File: config.mk
export PLATFORM = sky130hd
export DESIGN_NAME = d_trig_wr_arbiter
export DESIGN_NICKNAME = d
export VERILOG_FILES = /design/src/rtl/d_trig_wr_arbiter.sv
export SDC_FILE = /design/constraint.sdc
export NUM_CORES = 1
export LEC_CHECK = 0
export BUFFER_PORTS_ARGS = -buffer_cell sky130_fd_sc_hd__buf_2
export CAP_MARGIN = 20
export CORE_MARGIN = 2
export CORE_UTILIZATION = 53
export CTS_BUF_LIST = sky130_fd_sc_hd__clkbuf_16
export DETAILED_ROUTE_END_ITERATION = 7
export PLACE_DENSITY = 0.8
export SLEW_MARGIN = 15
export SYNTH_ARGS = -nofsm -noshare
export SYNTH_HDL_FRONTEND = slang
export SYNTH_SLANG_ARGS = --single-unit
File: constraint.sdc
create_clock -name i_clk -period 6.8 [get_ports i_clk]
set_input_delay 1.36 -clock i_clk [delete_from_list [all_inputs] [get_ports i_clk]]
set_output_delay 1.36 -clock i_clk [all_outputs]
set_load 0.05 [all_outputs]
File: src/rtl/d_trig_wr_arbiter.sv
// Round-robin write arbiter for one shared enabled D register.
// One-cycle write per grant, then a programmable idle gap.
module d_trig_wr_arbiter #(
  parameter int N_REQ      = 4,
  parameter int DATA_W     = 1,
  parameter int GAP_CYCLES = 1
) (
  input  logic                      i_clk,
  input  logic                      i_clr,
  input  logic [N_REQ-1:0]          i_req,
  input  logic [N_REQ*DATA_W-1:0]   i_data,
  output logic [N_REQ-1:0]          o_gnt,
  output logic [$clog2(N_REQ)-1:0]  o_idx,
  output logic                      o_enable,
  output logic [DATA_W-1:0]         o_d,
  output logic                      o_busy
);

  localparam int IW = $clog2(N_REQ);
  localparam int CW = (GAP_CYCLES > 0) ? $clog2(GAP_CYCLES + 1) : 1;
  localparam logic [IW:0] NR = (IW+1)'(N_REQ);

  typedef enum logic [1:0] {
    IDLE,
    WRITE,
    GAP
  } state_t;

  state_t            state, state_n;
  logic [IW-1:0]     ptr, ptr_n, nxt_ptr, arb_ptr;
  logic [CW-1:0]     cnt, cnt_n;
  logic [N_REQ-1:0]  gnt_n;
  logic [IW-1:0]     idx_n, win;
  logic              en_n, busy_n, arb_ok, found;
  logic [DATA_W-1:0] d_n, wdata;
  logic [IW:0]       pos;

  assign nxt_ptr = (o_idx == IW'(N_REQ - 1)) ? '0 : o_idx + 1'b1;
  // Back-to-back mode arbitrates on the WRITE exit edge with the advanced pointer
  assign arb_ptr = (state == WRITE) ? nxt_ptr : ptr;

  always_comb begin
    win   = '0;
    found = 1'b0;
    pos   = '0;
    for (int i = 0; i < N_REQ; i++) begin
      pos = {1'b0, arb_ptr} + (IW+1)'(i);
      if (pos >= NR) pos = pos - NR;
      if (!found && i_req[pos[IW-1:0]]) begin
        found = 1'b1;
        win   = pos[IW-1:0];
      end
    end
  end

  always_comb begin
    wdata = '0;
    for (int k = 0; k < N_REQ; k++) begin
      if (win == IW'(k)) wdata = i_data[k*DATA_W +: DATA_W];
    end
  end

  always_comb begin
    state_n = state;
    ptr_n   = ptr;
    cnt_n   = cnt;
    gnt_n   = '0;
    idx_n   = o_idx;
    en_n    = 1'b0;
    d_n     = o_d;
    busy_n  = 1'b0;
    arb_ok  = 1'b0;
    unique case (state)
      IDLE: arb_ok = 1'b1;
      WRITE: begin
        ptr_n = nxt_ptr;
        if (GAP_CYCLES == 0) begin
          arb_ok = 1'b1;
        end else begin
          state_n = GAP;
          cnt_n   = CW'(GAP_CYCLES);
          busy_n  = 1'b1;
        end
      end
      GAP: begin
        cnt_n = cnt - 1'b1;
        if (cnt == CW'(1)) state_n = IDLE;
        else busy_n = 1'b1;
      end
      default: state_n = IDLE;
    endcase
    if (arb_ok) begin
      if (found) begin
        state_n = WRITE;
        en_n    = 1'b1;
        gnt_n   = N_REQ'(1) << win;
        idx_n   = win;
        d_n     = wdata;
        busy_n  = 1'b1;
      end else begin
        state_n = IDLE;
      end
    end
  end

  always_ff @(posedge i_clk or posedge i_clr) begin
    if (i_clr) begin
      state    <= IDLE;
      ptr      <= '0;
      cnt      <= '0;
      o_gnt    <= '0;
      o_idx    <= '0;
      o_enable <= 1'b0;
      o_d      <= '0;
      o_busy   <= 1'b0;
    end else begin
      state    <= state_n;
      ptr      <= ptr_n;
      cnt      <= cnt_n;
      o_gnt    <= gnt_n;
      o_idx    <= idx_n;
      o_enable <= en_n;
      o_d      <= d_n;
      o_busy   <= busy_n;
    end
  end

endmodule

==> flow_summary.json, run 1 <==
{
  "cts-root-to-sink-buffers": 2,
  "drt-vias-per-instance": 5.36,
  "multiplexer_share_of_the_synthesized_area_pct": 4.62,
  "synth.ff_latch_count": 14,
  "mappedNetlistNets": 82,
  "gp_congestion": 0.794,
  "maximum_number_of_pins_on_one_net_before_global_route_repair": 15,
  "period_share_pct": 35.2,
  "die_height_um": 40.5,
  "cts_root_buf": "sky130_fd_sc_hd__clkbuf_16",
  "cp_data_required_time_ps": 6940,
  "place_hpwl_um": 988,
  "synth_top_area_cell": "sky130_fd_sc_hd__dfrtp_1",
  "final.setup_skew_ps": 1.47,
  "timing.critical_path.cells": "buf_2 > a211o_1 > o2111a_1 > or2_1 > mux2i_1 > o311ai_1",
  "vias_in_the_first_global_route": 493,
  "worst-endpoint-arrival_ps": 2530,
  "clk-insertion-delay-late_ps": 240,
  "primary_ff_master_synth": "sky130_fd_sc_hd__dfrtp_1",
  "area.growth.synth_to_final_pct": 26.5,
  "initial_util_pct": 55.5,
  "cp_slowest_cell": "sky130_fd_sc_hd__or2_1",
  "final_critical_path_setup_slack_ps": 4410,
  "cts_tree": "done",
  "drt-total-wl_mm": 1.33,
  "synth_top_family_by_area": "simple AND/OR/NAND/NOR gates",
  "fin_crit_ps": 2390,
  "layout-drive-gt1-share_pct": 30.7,
  "type_of_origin_of_the_critical_path": "primary input",
  "max-cap-violations": 0,
  "timing.hold.worst.class": "reg -> reg",
  "h-tree-depth": 1,
  "syn-instance-count": 67,
  "initialDrtViolationCount": 3,
  "synth_adder_area_share_pct": 8.88,
  "grt.total_usage_pct": 20.0,
  "die-width_um": 40.5,
  "dr_drc_count": 0,
  "timing.max_slew.rel_slack_pct": 63.8,
  "nets": 104,
  "post_synth_main_area_contributors": "sky130_fd_sc_hd__dfrtp_1, sky130_fd_sc_hd__ha_1, sky130_fd_sc_hd__nand2_1",
  "synth.top_cell.area_share_pct": 49.7,
  "antenna_violations_before_repair": 0,
  "ys_warn_count": 0,
  "critical_path.max_fanout": 5,
  "cts-buffers-inserted": 3,
  "max_clk_rate_ghz": 0.418,
  "critPathCaptureType": "register",
  "critical_path.n_buffers_inverters": 1,
  "rrSetupSlack_ps": 4440,
  "syn-mean-instance-area_sq_um": 10.5,
  "ant_nets": 0,
  "postCtsSetupBuffers": 0,
  "cts.clk_slew.worst_paths_ps": 50,
  "setup-violations-final": 0,
  "std_cell_rows": 13,
  "setup.worst_path.class": "in -> reg",
  "path_delay_family": "compound AO/OA/AOI/OAI gates",
  "vias": 552,
  "cell_with_the_most_instances_after_synthesis": "sky130_fd_sc_hd__dfrtp_1",
  "number_of_filler_cells_placed_in_the_layout": 103,
  "timing_hold_violations_final": 0,
  "avgRoutedWirePerCell_um": 12.9,
  "synthSimpleGateAreaFrac_pct": 19.5,
  "tritoncts_sinks": 14,
  "first_pass_grt_wire_length_mm": 2.08,
  "io_buffer_count": 18,
  "grt_setup_unrepaired": "false",
  "final_max_slew_viol_count": 0,
  "hold_slack_ps": 481,
  "gr-total-overflow": 0,
  "synth.distinct_cells": 28,
  "post_synth_xor_area_fraction_pct": 0,
  "status": "finished, final reports clean",
  "asyncSetResetFlopFracSynth_pct": 100,
  "pre_antenna_drt_iters": 2,
  "tns_ps": 0,
  "fp.dieArea_sq_mm": 0.00164,
  "max_stage_delay_ps": 270,
  "core_region_area_sq_mm": 0.00127,
  "synth_sequential_area_ratio_pct": 49.7,
  "synth_edf_count": 0,
  "synth-compound-area-share_pct": 13.3,
  "worstMarginPinSlew_ps": 543,
  "holdBufCountCts": 0,
  "ys_top_cells_by_count": "sky130_fd_sc_hd__dfrtp_1, sky130_fd_sc_hd__nand2_1, sky130_fd_sc_hd__ha_1, sky130_fd_sc_hd__inv_1, sky130_fd_sc_hd__nor2_1",
  "synth.cell_area_sq_um": 704,
  "post_cts.resized_instances": 0,
  "pre_cts_ws_ps": 4140,
  "antenna_cells_inserted": 0,
  "floorplan.io_pins": 19
}
-- metrics by stage --
stage | cells | area, sq um | utilization [%]
floorplan | 67 | 704 | -
global placement | 99 | 812 | 64.0
detailed placement | 99 | 812 | 64.0
CTS | 103 | 891 | 70.2
global route | 103 | 891 | 70.2
finish | 103 | 891 | 70.2
-- sequential cells by signal (all words and copies together), names as in the netlist --
name / cells
cnt: 1
o_enable: 1
ptr: 2
o_busy: 1
o_idx: 2
o_gnt: 4
state: 2
o_d: 1
-- worst reg2reg max path, delay by kind of cell, from the launching register on --
kind / cells / cell delay, ps
fa+ha+maj: 1 / 220
simple gates: 2 / 700
mux: 1 / 140
buf+inv: 1 / 100
compound gates: 3 / 710
flops: 1 / 390
-- per-layer routing --
| layer | track usage (%) | vias to the layer above | part of all wire [%] |
|---|---|---|---|
| li1 | - | 278 | - |
| met1 | 23.1 | 260 | 45 |
| met2 | 33.7 | 12 | 50 |
| met3 | 5.00 | 2 | 3.7 |
| met4 | 10.0 | 0 | 1.1 |
| met5 | 0 | - | 0 |
-- placed cells by master (no fill, tap or decap), types with 2 or more instances in the layout --
cell type                   instances
sky130_fd_sc_hd__nand2_1            7
sky130_fd_sc_hd__buf_2             18
sky130_fd_sc_hd__nor2_1             4
sky130_fd_sc_hd__nor2b_1            2
sky130_fd_sc_hd__clkbuf_16          3
sky130_fd_sc_hd__inv_1              5
sky130_fd_sc_hd__nand3_1            2
sky130_fd_sc_hd__o21a_1             2
sky130_fd_sc_hd__mux2_2             2
sky130_fd_sc_hd__dfrtp_1           14
sky130_fd_sc_hd__ha_1               5
sky130_fd_sc_hd__o21ai_0            3
sky130_fd_sc_hd__o311ai_1           2
sky130_fd_sc_hd__nor3_1             3
-- area by class of cell --
cell class | count | area (sq um) | area share [%]
well taps | 15 | 18.8 | 2.11
inverters | 5 | 18.8 | 2.11
clock inverters | 1 | 3.75 | 0.421
repair buffers | 19 | 97.6 | 11.0
flip-flops and latches | 14 | 350 | 39.3
clock buffers | 3 | 75.1 | 8.43
multi-input cells | 46 | 327 | 36.7
-- logic make-up (layout without fill, tap and decap cells) --
kind of cell | Yosys count | in the layout
and+or+nand+nor | 26 | 26
DFF | 14 | 14
AOI/OAI and AO/OA | 12 | 12
buffers and inverters | 7 | 28
adders and majority gates | 5 | 5
muxes | 3 | 3
-- final timing paths --
| kind | startpoint | end | depth (start not counted) |
|---|---|---|---|
| setup / recovery | i_req[1] | o_d | 6 |
| hold / removal | o_d | o_d | 2 |
| setup reg to reg | state[1] | o_d | 8 |
| hold reg to reg | o_d | o_d | 2 |
| max in group asynchronous | i_clr | o_d | 2 |
| min in group asynchronous | i_clr | o_gnt[0] | 2 |
Power of run 1 is not shown: default switching activity piles up to over one toggle a cycle in this logic, so the estimate is an artifact.
==> run 2: changes to the inputs <==
CORE_UTILIZATION = 49   (was 53)
PLACE_DENSITY = 0.75   (was 0.8)
clock period = 2.5 ns   (was 6.8 ns; I/O delays follow)
==> run 2 against run 1 <==
Critical path depth up 2. Clock skew down 1.2 ps. Largest cell class unchanged. Global-route usage down 3.4 points. Wire length down 11%. Die area up 7.3%.
==> flow_summary.json, run 2 (synthesis gave the netlist of run 1 again) <==
{
  "fp.dieArea_sq_mm": 0.00176,
  "die-width_um": 41.9,
  "std_cell_rows": 13,
  "area.growth.synth_to_final_pct": 26.5,
  "timing.hold.worst.class": "in -> async",
  "floorplan.io_pins": 19,
  "worst_setup_path_start": "state[1]",
  "h-tree-depth": 1,
  "io_buffer_count": 18,
  "timing_hold_violations_final": 0,
  "gp_congestion": 0.762,
  "post_cts.resized_instances": 0,
  "nets": 104,
  "cts-buffers-inserted": 3,
  "final_max_slew_viol_count": 0,
  "drt-vias-per-instance": 5.34,
  "cts_root_buf": "sky130_fd_sc_hd__clkbuf_16",
  "largest_register_ff_count": 4,
  "antenna_violations_before_repair": 0,
  "die_height_um": 41.9,
  "gr-usage-met2_pct": 24.4,
  "first_pass_grt_wire_length_mm": 2.16,
  "r2r.worst_path.cells": 8,
  "max_stage_delay_ps": 410,
  "cts.clk_slew.worst_paths_ps": 40,
  "path_depth": 8,
  "setup.worst_path.class": "reg -> reg",
  "setup-violations-final": 0,
  "antenna_cells_inserted": 0,
  "use_met1_pct": 21.4,
  "path_delay_family": "simple AND/OR/NAND/NOR gates",
  "critPathCaptureType": "register",
  "layout-drive-gt1-share_pct": 30.7,
  "max-cap-violations": 0,
  "timing.critical_path.cells": "inv_1 > ha_1 > or3b_4 > a211o_1 > o2111a_1 > or2_1 > mux2i_1 > o311ai_1",
  "initial_util_pct": 53.5,
  "reg2reg_to": "o_d",
  "avgRoutedWirePerCell_um": 11.5,
  "clk-insertion-delay-late_ps": 240,
  "tritoncts_sinks": 14,
  "place_hpwl_um": 948,
  "type_of_origin_of_the_critical_path": "register",
  "critical_path.max_fanout": 5,
  "grt_setup_unrepaired": "false",
  "status": "finished, final reports clean",
  "vias_in_the_first_global_route": 524,
  "timing.rr.start": "state[1]",
  "maximum_number_of_pins_on_one_net_before_global_route_repair": 15,
  "cp_data_required_time_ps": 2640,
  "dr_drc_count": 0,
  "regMostFlops": "o_gnt",
  "cts-root-to-sink-buffers": 2,
  "vias": 550,
  "gr-total-overflow": 0,
  "pre_antenna_drt_iters": 2,
  "fin_crit_ps": 2300,
  "ant_nets": 0,
  "groute.layer.met3.usage_pct": 2.61,
  "max_clk_rate_ghz": 0.435,
  "tns_ps": 0,
  "worstMarginPinSlew_ps": 500,
  "drt-total-wl_mm": 1.19,
  "mostFrequentLayoutCell": "sky130_fd_sc_hd__buf_2",
  "mostFrequentLayoutCells": "sky130_fd_sc_hd__buf_2, sky130_fd_sc_hd__dfrtp_1, sky130_fd_sc_hd__nand2_1",
  "grt.total_usage_pct": 16.5,
  "cp-endpoint": "o_d",
  "cp_slowest_cell": "sky130_fd_sc_hd__or3b_4",
  "critical_path.n_buffers_inverters": 1,
  "global_route.peak_usage_layer": "met2",
  "postCtsSetupBuffers": 0,
  "core_region_area_sq_mm": 0.00132,
  "final.setup_skew_ps": 0.242,
  "cts_tree": "done",
  "rrSetupSlack_ps": 200,
  "initialDrtViolationCount": 8,
  "timing.max_slew.rel_slack_pct": 66.6,
  "worst-endpoint-arrival_ps": 2440,
  "period_share_pct": 91.9
}
==> run 2: cell counts in the layout (fill, tap and decap cells not counted) <==
No cell type changed its count.
==> run 2: final cells by class <==
type	count	area, sq um
fill	99	427
timing repair buffer	19	97.6
sequential	14	350
tap	15	18.8
multi-input combinational	46	327
clock inverter	1	3.75
inverter	5	18.8
clock buffer	3	75.1
==> run 2: worst min path at each step <==
stage | start | to | slack (ps)
3_5_place_dp | o_d | o_d | 480
2_1_floorplan | i_clr | cnt | 390
3_3_place_gp | o_d | o_d | 470
4_1_cts | i_clr | o_gnt[0] | 310
6_report | i_clr | o_gnt[0] | 280
5_1_grt | i_clr | o_d | 350
==> run 2: routing by layer <==
metal  routed length, um  share of wire, %
met1                 570                48
met2                 553                47
met3                  43               3.6
met4                  19               1.6
met5                   0                 0
==> run 2: repair_timing <==
action,CTS,global route
hold endpoints to repair,0,0
hold buffers,0,0
setup endpoints to repair,0,1
==> run 2: metrics by stage <==
| stage | hold WS [ps] | cells | utilization, % | setup WS, ps | area (sq um) |
|---|---|---|---|---|---|
| after detailed placement | 478 | 99 | 61.6 | 145 | 812 |
| after global routing | 351 | 103 | 67.6 | 22.0 | 891 |
| after global placement | 469 | 99 | 61.6 | 224 | 812 |
| after CTS | 308 | 103 | 67.6 | 145 | 891 |
| after floorplan | 389 | 67 | - | 34.3 | 704 |
| final | 278 | 103 | 67.6 | 202 | 891 |
Power of run 2 is left out for the same reason.
